[src/rtl/uart_tx_arbiter.sv]
// Two-requester arbiter in front of a shared UART transmitter with busy-handshake timeout.
// Define ARB_FIXED_PRIORITY_EN to make requester 0 always win; default build is round-robin.
module uart_tx_arbiter #(
    parameter int unsigned TIMEOUT_CYCLES = 16
) (
    input  logic       clk,
    input  logic       rst,
    input  logic       req0_valid,
    input  logic [7:0] req0_data,
    output logic       req0_ready,
    input  logic       req1_valid,
    input  logic [7:0] req1_data,
    output logic       req1_ready,
    input  logic       tx_busy,
    output logic       tx_start,
    output logic [7:0] tx_data,
    output logic [1:0] grant,
    output logic       timeout_err
);

    typedef enum logic [1:0] {StIdle, StLaunch, StWaitBusy, StWaitDone} state_e;

    localparam logic [7:0] TimeoutVal = 8'(TIMEOUT_CYCLES);

    state_e     state_q, state_d;
    logic [7:0] data_q, data_d;
    logic [7:0] cnt_q, cnt_d;
    logic [1:0] grant_q, grant_d;
    logic       last_q, last_d;  // 1: requester 1 was served most recently
    logic       sel;             // 1: requester 1 is the candidate this cycle
    logic       frame_end;

    always_comb begin
`ifdef ARB_FIXED_PRIORITY_EN
        sel = !req0_valid;
`else
        sel = (req0_valid && req1_valid) ? !last_q : !req0_valid;
`endif
    end

    always_comb begin
        state_d     = state_q;
        data_d      = data_q;
        grant_d     = grant_q;
        cnt_d       = cnt_q;
        frame_end   = 1'b0;
        req0_ready  = 1'b0;
        req1_ready  = 1'b0;
        tx_start    = 1'b0;
        timeout_err = 1'b0;
        unique case (state_q)
            StIdle: begin
                req0_ready = !rst && req0_valid && !sel;
                req1_ready = !rst && req1_valid && sel;
                if (req0_ready || req1_ready) begin
                    data_d  = sel ? req1_data : req0_data;
                    grant_d = sel ? 2'b10 : 2'b01;
                    state_d = StLaunch;
                end
            end
            StLaunch: begin
                tx_start = !rst;
                cnt_d    = '0;
                state_d  = StWaitBusy;
            end
            StWaitBusy: begin
                if (tx_busy) begin
                    state_d = StWaitDone;
                end else begin
                    cnt_d = cnt_q + 8'd1;
                    if (cnt_d == TimeoutVal) begin
                        timeout_err = !rst;
                        frame_end   = 1'b1;
                    end
                end
            end
            StWaitDone: begin
                if (!tx_busy) begin
                    frame_end = 1'b1;
                end
            end
            default: state_d = StIdle;
        endcase
        // Completion and timeout both release the transmitter and record the owner.
        if (frame_end) begin
            state_d = StIdle;
            grant_d = 2'b00;
        end
    end

    assign last_d = frame_end ? grant_q[1] : last_q;

    always_ff @(posedge clk) begin
        if (rst) begin
            state_q <= StIdle;
            data_q  <= 8'h00;
            cnt_q   <= 8'h00;
            grant_q <= 2'b00;
            last_q  <= 1'b1;
        end else begin
            state_q <= state_d;
            data_q  <= data_d;
            cnt_q   <= cnt_d;
            grant_q <= grant_d;
            last_q  <= last_d;
        end
    end

    assign tx_data = data_q;
    assign grant   = grant_q;

endmodule

[config.mk]
export PLATFORM = sky130hd
export DESIGN_NAME = uart_tx_arbiter
export DESIGN_NICKNAME = d
export VERILOG_FILES = /design/src/rtl/uart_tx_arbiter.sv
export SDC_FILE = /design/constraint.sdc
export NUM_CORES = 1
export LEC_CHECK = 0
export CAP_MARGIN = 10
export CORE_MARGIN = 5
export CORE_UTILIZATION = 49
export DETAILED_ROUTE_END_ITERATION = 8
export PLACE_DENSITY = 0.83
export SYNTH_ARGS = -nofsm -noshare
export SYNTH_HDL_FRONTEND = slang
export SYNTH_SLANG_ARGS = --single-unit
[constraint.sdc]
create_clock -name clk -period 4.28 [get_ports clk]
set_input_delay 0.856 -clock clk [delete_from_list [all_inputs] [get_ports clk]]
set_output_delay 0.856 -clock clk [all_outputs]
set_load 0.01 [all_outputs]
# [After elaboration in Yosys (flattened, before gate mapping)]
# Cells that the tools add are included.
[totals] regBits=21 latch_bits=0 ramBits=0 mem_bits_ro=0 input_bits=21 out_inout_bits=14 word_cells=48 n_memories=0
[op_classes] addsub=1 multipliers=0 div_mod_pow=0 magnitude_cmp=0 n_eq_ne=7 n_shift=0 muxes=18 bitwise_logic=0 reduce_logical=17
[ops] cell="8-bit 2-to-1 mux" n=2
[ops] cell="8-bit one-hot mux with 2 select lines" n=1
[ops] cell="1-bit 2-to-1 mux" n=10
[ops] cell="8-bit by 1-bit adder with 8-bit output, second input constant" n=1
[ops] cell="8-bit by 5-bit == test with 1-bit output, second input constant" n=1
[ops] cell="2-bit 2-to-1 mux" n=3
[ops] cell="2-bit inequality test, second input constant" n=3
[ops] cell="2-bit one-hot mux with 3 select lines" n=1
[ops] cell="1-bit logical AND" n=5
[ops] cell="2-bit == test, second input constant" n=2
[ops] cell="1-bit zero test" n=4
[ops] cell="2-bit AND reduction" n=2
[ops] cell="3-bit AND reduction" n=1
[ops] cell="3-bit nonzero test" n=1
[ops] cell="2-bit by 1-bit == test with 1-bit output, second input constant" n=1
[ops] cell="2-bit zero test" n=1
[ops] cell="1-bit one-hot mux with 2 select lines" n=1
[ops] cell="2-bit nonzero test" n=1
[ops] cell="2-bit OR reduction" n=1
[ops] cell="1-bit logical OR" n=1

# [Longest topological paths before layout]
# Gate-level depths: netlist of run 1.
[depth] ltp_word=7 mapped_depth=8 ltp_nobuf=7

# [Least setup slack after synthesis of run 1]
# Ideal clock, no wire load.
[synth_timing] path_kind="input to output" from="input tx_busy" to="output timeout_err" arrival_ns=1.596 required_time_ns=3.424 path_slack_ns=1.828 stages=5 path_cell_list="nor2b_1 -> clkbuf_1 -> o2111a_1 -> nand2_1 -> nor2_1"
[synth_via] elab_chain_cells=2
[synth_lines] item="start: declaration" line_no="14" rtl="input logic tx_busy,"
[synth_lines] item="1-bit 2-to-1 mux" line_no="67" rtl="if (tx_busy) begin"
[synth_lines] item="1-bit 2-to-1 mux" line_no="51" rtl="unique case (state_q)"
[synth_lines] item="end: declaration" line_no="18" rtl="output logic timeout_err"
# Every way passes these cells.

# [Worst setup path after layout of run 1]
# Same ends and word-level chain as after synthesis.

==> results of run 1 <==
[final cells by class]
class                   instances  area share [%]
inverters                       6            1.48
well taps                      28            2.30
multi-input cells              97            44.2
clock buffers                   4            1.72
flip-flops and latches         21            27.5
repair buffers                 35            22.8
[placed cells by master (no fill, tap or decap), drive strengths merged, types with 5 or more instances in the layout]
cell type / n
a21oi: 10
a222oi: 8
a311oi: 6
clkdlybuf4s50: 34
dfxtp: 21
ha: 8
inv: 6
nand2: 9
nor2: 18
nor2b: 5
[worst register-to-register path: stages, from the launching register on]
cell and delay [ns]:
dfxtp_1 0.45, inv_1 0.10, ha_1 0.33, nor2b_1 0.26, a211oi_1 0.52, nor2_1 0.10, a211oi_2 0.20
[power by group]
| part | total [mW] | internal, mW | leakage, nW | switching (mW) |
|---|---|---|---|---|
| clock network | 0.0944 | 0.0364 | 0.0150 | 0.0581 |
| logic | 0.236 | 0.109 | 0.387 | 0.127 |
| registers | 0.242 | 0.220 | 0.171 | 0.0223 |
[metrics by stage]
step                      util [%]  std cells
after global placement        67.2        187
after global routing          68.3        191
after CTS                     68.3        191
after floorplan                  -        132
after detailed placement      67.2        187
final                         68.3        191
[kinds of logic (layout without fill, tap and decap cells)]
| kind of cell | count (synthesis) | after routing | synth area share, % |
|---|---|---|---|
| AO/OA/AOI/OAI | 40 | 40 | 27.0 |
| buffers and inverters | 14 | 45 | 5.81 |
| flip-flops | 21 | 21 | 36.2 |
| adder cells (fa/ha/maj) | 8 | 8 | 8.61 |
| AND/OR/NAND/NOR | 46 | 46 | 19.9 |
| XOR/XNOR | 1 | 1 | 0.754 |
| multiplexers | 2 | 2 | 1.72 |
[sequential cells by signal, indices dropped and copies added (netlist names)]
signal	cells
cnt_q	8
tx_data	8
grant	2
state_q	2
last_q	1
[how the worst max path moves through the flow]
stage | startpoint | end
2_1_floorplan | tx_busy | timeout_err
3_3_place_gp | tx_busy | timeout_err
3_5_place_dp | tx_busy | timeout_err
4_1_cts | tx_busy | timeout_err
5_1_grt | tx_busy | timeout_err
6_report | tx_busy | timeout_err
[routing by layer]
layer | part of all wire, % | vias up | global-route usage, %
li1 | - | 559 | -
met1 | 40 | 564 | 21.9
met2 | 55 | 34 | 32.9
met3 | 4.5 | 2 | 4.17
met4 | 0.24 | 0 | 5.83
met5 | 0 | - | 0
==> results.yml, run 1 <==
pwr:
  power_mw: 0.573
  power.leakage_nw: 0.573
  power_density_mw_per_mm2: 375
  peakVddDrop_mv: 0.299
cts:
  cts_buffers: 3
  cts_resized: 0
  clk_latency_ns: 0.30
  cts_tree: "done"
  htree_num_levels: 1
  postCtsSetupRepairBufs: 0
  cts_root_buf: "clkbuf_4"
  cts_buffer_depth: 2
  postCtsHoldBufs: 0
  path_clk_slew_ns: 0.11
  cts.sinks: 21
worst_hold_path:
  hold_class: "flop to flop"
  holdPathEnd: "grant[0]"
  worstHoldStart: "grant[0]"
  holdPathStages: 2
timing:
  post-route-min-period_ns: 3.63
  period_share_pct: 84.8
  final-setup-viol-count: 0
  fin_skew_ns: 0.00544
  setup_tns_ns: 0
  slew_violations: 0
  setup_ws_ns: 0.652
  worstMarginPinSlew_ns: 0.679
  hold_slack_ns: 0.509
  max_freq_ghz: 0.276
  relSlewSlack_pct: 54.4
  grt_setup_unrepaired: "no"
  finalHoldViolCount: 0
floorplanning:
  fp.dieW_microns: 58.7
  ioPinCount: 35
  initial_core_util_pct: 52.0
  core_area_sq_mm: 0.00223
  die_height_microns: 58.7
  num_rows: 17
  die-area_sq_mm: 0.00345
worst_setup_path:
  r2r-start: "state_q[0]"
  crit_path_top_delay_cell: "clkdlybuf4s50_1"
  path_cells: "clkdlybuf4s50_1 > nor2b_1 > o2111a_1 > nand2_1 > nor2_1 > clkdlybuf4s50_1"
  path_class: "primary input to output port"
  reg2reg_depth: 6
  critPathRequiredTime_ns: 3.42
  arrival_ns: 2.77
  crit_cells: 6
  cp_slowest_stage_delay_ns: 0.55
  cp_common_cell: "clkdlybuf4s50_1"
  regToRegSetupSlack_ns: 2.25
  critPathMaxFanout: 8
  reg2reg_to: "state_q[0]"
  worstSetupEndpointType: "output port"
  startpoint_type: "primary input"
  critPathBufInv: 2
  cp_top_family: "buffers and inverters"
routing:
  vias: 1159
  antenna_left: 0
  wirelength_mm: 2.95
  dr.first_iter.drc_count: 73
  dr.pass1.iters: 5
  avgRoutedWirePerCell_microns: 15.4
  via_per_inst: 6.07
  route.detailed.drc: 0
global_routing:
  grt_start_max_net_pins: 23
  overflow: 0
  grt_pass1_wl_mm: 4.97
  grt_usage_pct: 18.5
  antenna_found_initial: 0
  grt_pass1_vias: 1188
synthesis:
  synth_ff_type: "dfxtp_1"
  synth.top_cell.area_share_pct: 36.2
  netlist_instances: 132
  synthArstFlopShare_pct: 0
  synth_nets: 161
  synth_area_leaders: "dfxtp_1 (36%), ha_1 (8.6%), a222oi_1 (6.9%)"
  synth_top_area_cell: "dfxtp_1"
  synth_enable_flop_cells: 0
  ys_types: 36
  yosysMostFrequentCell: "dfxtp_1"
  synth.avg_cell_area_sq_um: 8.81
  synth_common_cells: "dfxtp_1 (21), nor2_1 (18), nand2_1 (9)"
  ys_ff_latch: 21
  syn-cell-area_sq_mm: 0.00116
  synth_seq_area_share_pct: 36.2
  synth_warnings: 0
cells_and_area:
  nFillCells: 200
  drive_gt1_share_pct: 7.98
  antenna_cells_inserted: 0
  multiInputGateArea_sq_um: 674
  fin_nets: 193
  regArea_sq_um: 420
  area_growth_pct: 31.3
  final_area_sq_mm: 0.00153
place:
  place_congestion: 0.848
  dp_slack_ns: 0.658
  portBuffers: 34
  place_area_sq_mm: 0.00150
  detailed_place_hpwl_mm: 2.26
outcome:
  run_status: "finished clean"
job:
  cap_viol_max_count: 0
Power figures use the tool's default switching activity.
==> run 2: changes to the inputs <==
Settings changed: CORE_UTILIZATION 49 to 46, PLACE_DENSITY 0.83 to 0.79.
Clock period 4.28 ns to 3.44 ns, I/O delays scaled along.
==> results.yml, run 2 (synthesized netlist as in run 1, its figures left out) <==
outcome:
  run_status: "finished clean"
cts:
  htree_num_levels: 1
  postCtsHoldBufs: 0
  cts_resized: 0
  cts_tree: "done"
  cts_root_buf: "clkbuf_4"
  postCtsSetupRepairBufs: 0
  cts_buffers: 3
  cts_buffer_depth: 2
  cts.sinks: 21
  clk_latency_ns: 0.31
  path_clk_slew_ns: 0.12
cells_and_area:
  regArea_sq_um: 420
  drive_gt1_share_pct: 10.2
  final_area_sq_mm: 0.00155
  nFillCells: 201
  antenna_cells_inserted: 0
  fin_nets: 196
  multiInputGateArea_sq_um: 674
  mostFrequentLayoutCells: "clkdlybuf4s50_1 (34), dfxtp_1 (21), nor2_1 (18)"
  area_growth_pct: 33.6
  final_common_cell: "clkdlybuf4s50_1"
global_routing:
  grt_pass1_wl_mm: 4.86
  grt_start_max_net_pins: 23
  overflow: 0
  antenna_found_initial: 0
  grt_pass1_vias: 1134
  grt_usage_pct: 17.7
timing:
  worstMarginPinSlew_ns: 0.679
  grt_setup_unrepaired: "no"
  setup_tns_ns: 0
  post-route-min-period_ns: 3.07
  final-setup-viol-count: 0
  hold_slack_ns: 0.513
  fin_skew_ns: 0.00437
  max_freq_ghz: 0.326
  relSlewSlack_pct: 54.4
  period_share_pct: 89.2
  finalHoldViolCount: 0
  slew_violations: 0
routing:
  dr.first_iter.drc_count: 79
  wl_met1_mm: 1.25
  avgRoutedWirePerCell_microns: 14.6
  wirelength_mm: 2.87
  dr.pass1.iters: 4
  vias: 1157
  route.detailed.drc: 0
  via_per_inst: 5.90
  wl_met3_microns: 265
  top_layer: "met4"
  antenna_left: 0
  wl_met2_mm: 1.31
job:
  cap_viol_max_count: 0
floorplanning:
  core_area_sq_mm: 0.00245
  initial_core_util_pct: 47.3
  die_height_microns: 60.3
  ioPinCount: 35
  die-area_sq_mm: 0.00363
  fp.dieW_microns: 60.3
  num_rows: 18
place:
  place_area_sq_mm: 0.00153
  detailed_place_hpwl_mm: 2.11
  place_congestion: 0.810
  portBuffers: 34
pwr:
  peakVddDrop_mv: 0.383
  power.leakage_nw: 0.592
  power_density_mw_per_mm2: 468
worst_setup_path:
  critPathMaxFanout: 12
  path_class: "flop to output port"
  cp_slowest_stage_delay_ns: 0.54
  critPathRequiredTime_ns: 2.75
  path_cells: "inv_1 > ha_1 > nor2b_1 > o2111a_1 > nand2_1 > nor2_1 > clkdlybuf4s50_1"
  worstSetupEndpointType: "output port"
  cp_top_family: "buffers and inverters"
  critPathBufInv: 2
  crit_path_top_delay_cell: "clkdlybuf4s50_1"
  startpoint_type: "flop"
  arrival_ns: 2.38
worst_hold_path:
  hold_class: "flop to flop"
==> run 2: per-stage QoR <==
stage	setup WS, ns	std cells	util [%]	total power, mW
floorplan	1.32	132	-	0.486
global placement	0.445	192	62.1	0.599
detailed placement	0.380	192	62.1	0.610
CTS	0.378	196	63.3	0.732
global route	0.186	196	63.3	0.790
finish	0.371	196	63.3	0.727
==> run 2: metal layers <==
layer  track usage, %  up-vias
met4             6.65        0
met2             30.2       40
met3             6.48        7
met5                0        -
li1                 -      565
met1             19.9      545
==> run 2: area by class of cell <==
type	instances	share of cell area [%]
clock buffer	3	1.45
inverter	6	1.45
tap	30	2.42
timing repair buffer	38	23.9
clock inverter	1	0.322
sequential	21	27.1
multi-input combinational	97	43.4
==> run 2: worst paths after layout <==
path                                    end        from  slack [ns]  cells after the start
worst min register to register     grant[0]    grant[0]        0.51                      2
worst max-delay path            timeout_err  state_q[0]        0.37                      7
worst min-delay path               grant[0]    grant[0]        0.51                      2
worst max register to register   state_q[0]  state_q[0]        1.31                      7
==> run 2: worst register-to-register path: stages (launching register included) <==
cell	delay, ns
dfxtp_1	0.46
inv_1	0.11
ha_1	0.35
nor2b_1	0.21
buf_4	0.17
a211oi_1	0.46
nor2_1	0.11
a211oi_2	0.20
==> run 2: where the power goes <==
part | total, mW | leakage (nW) | internal, mW | switching (mW)
Clock | 0.123 | 0.0177 | 0.0434 | 0.0793
Sequential | 0.302 | 0.171 | 0.273 | 0.0291
Combinational | 0.302 | 0.404 | 0.143 | 0.159
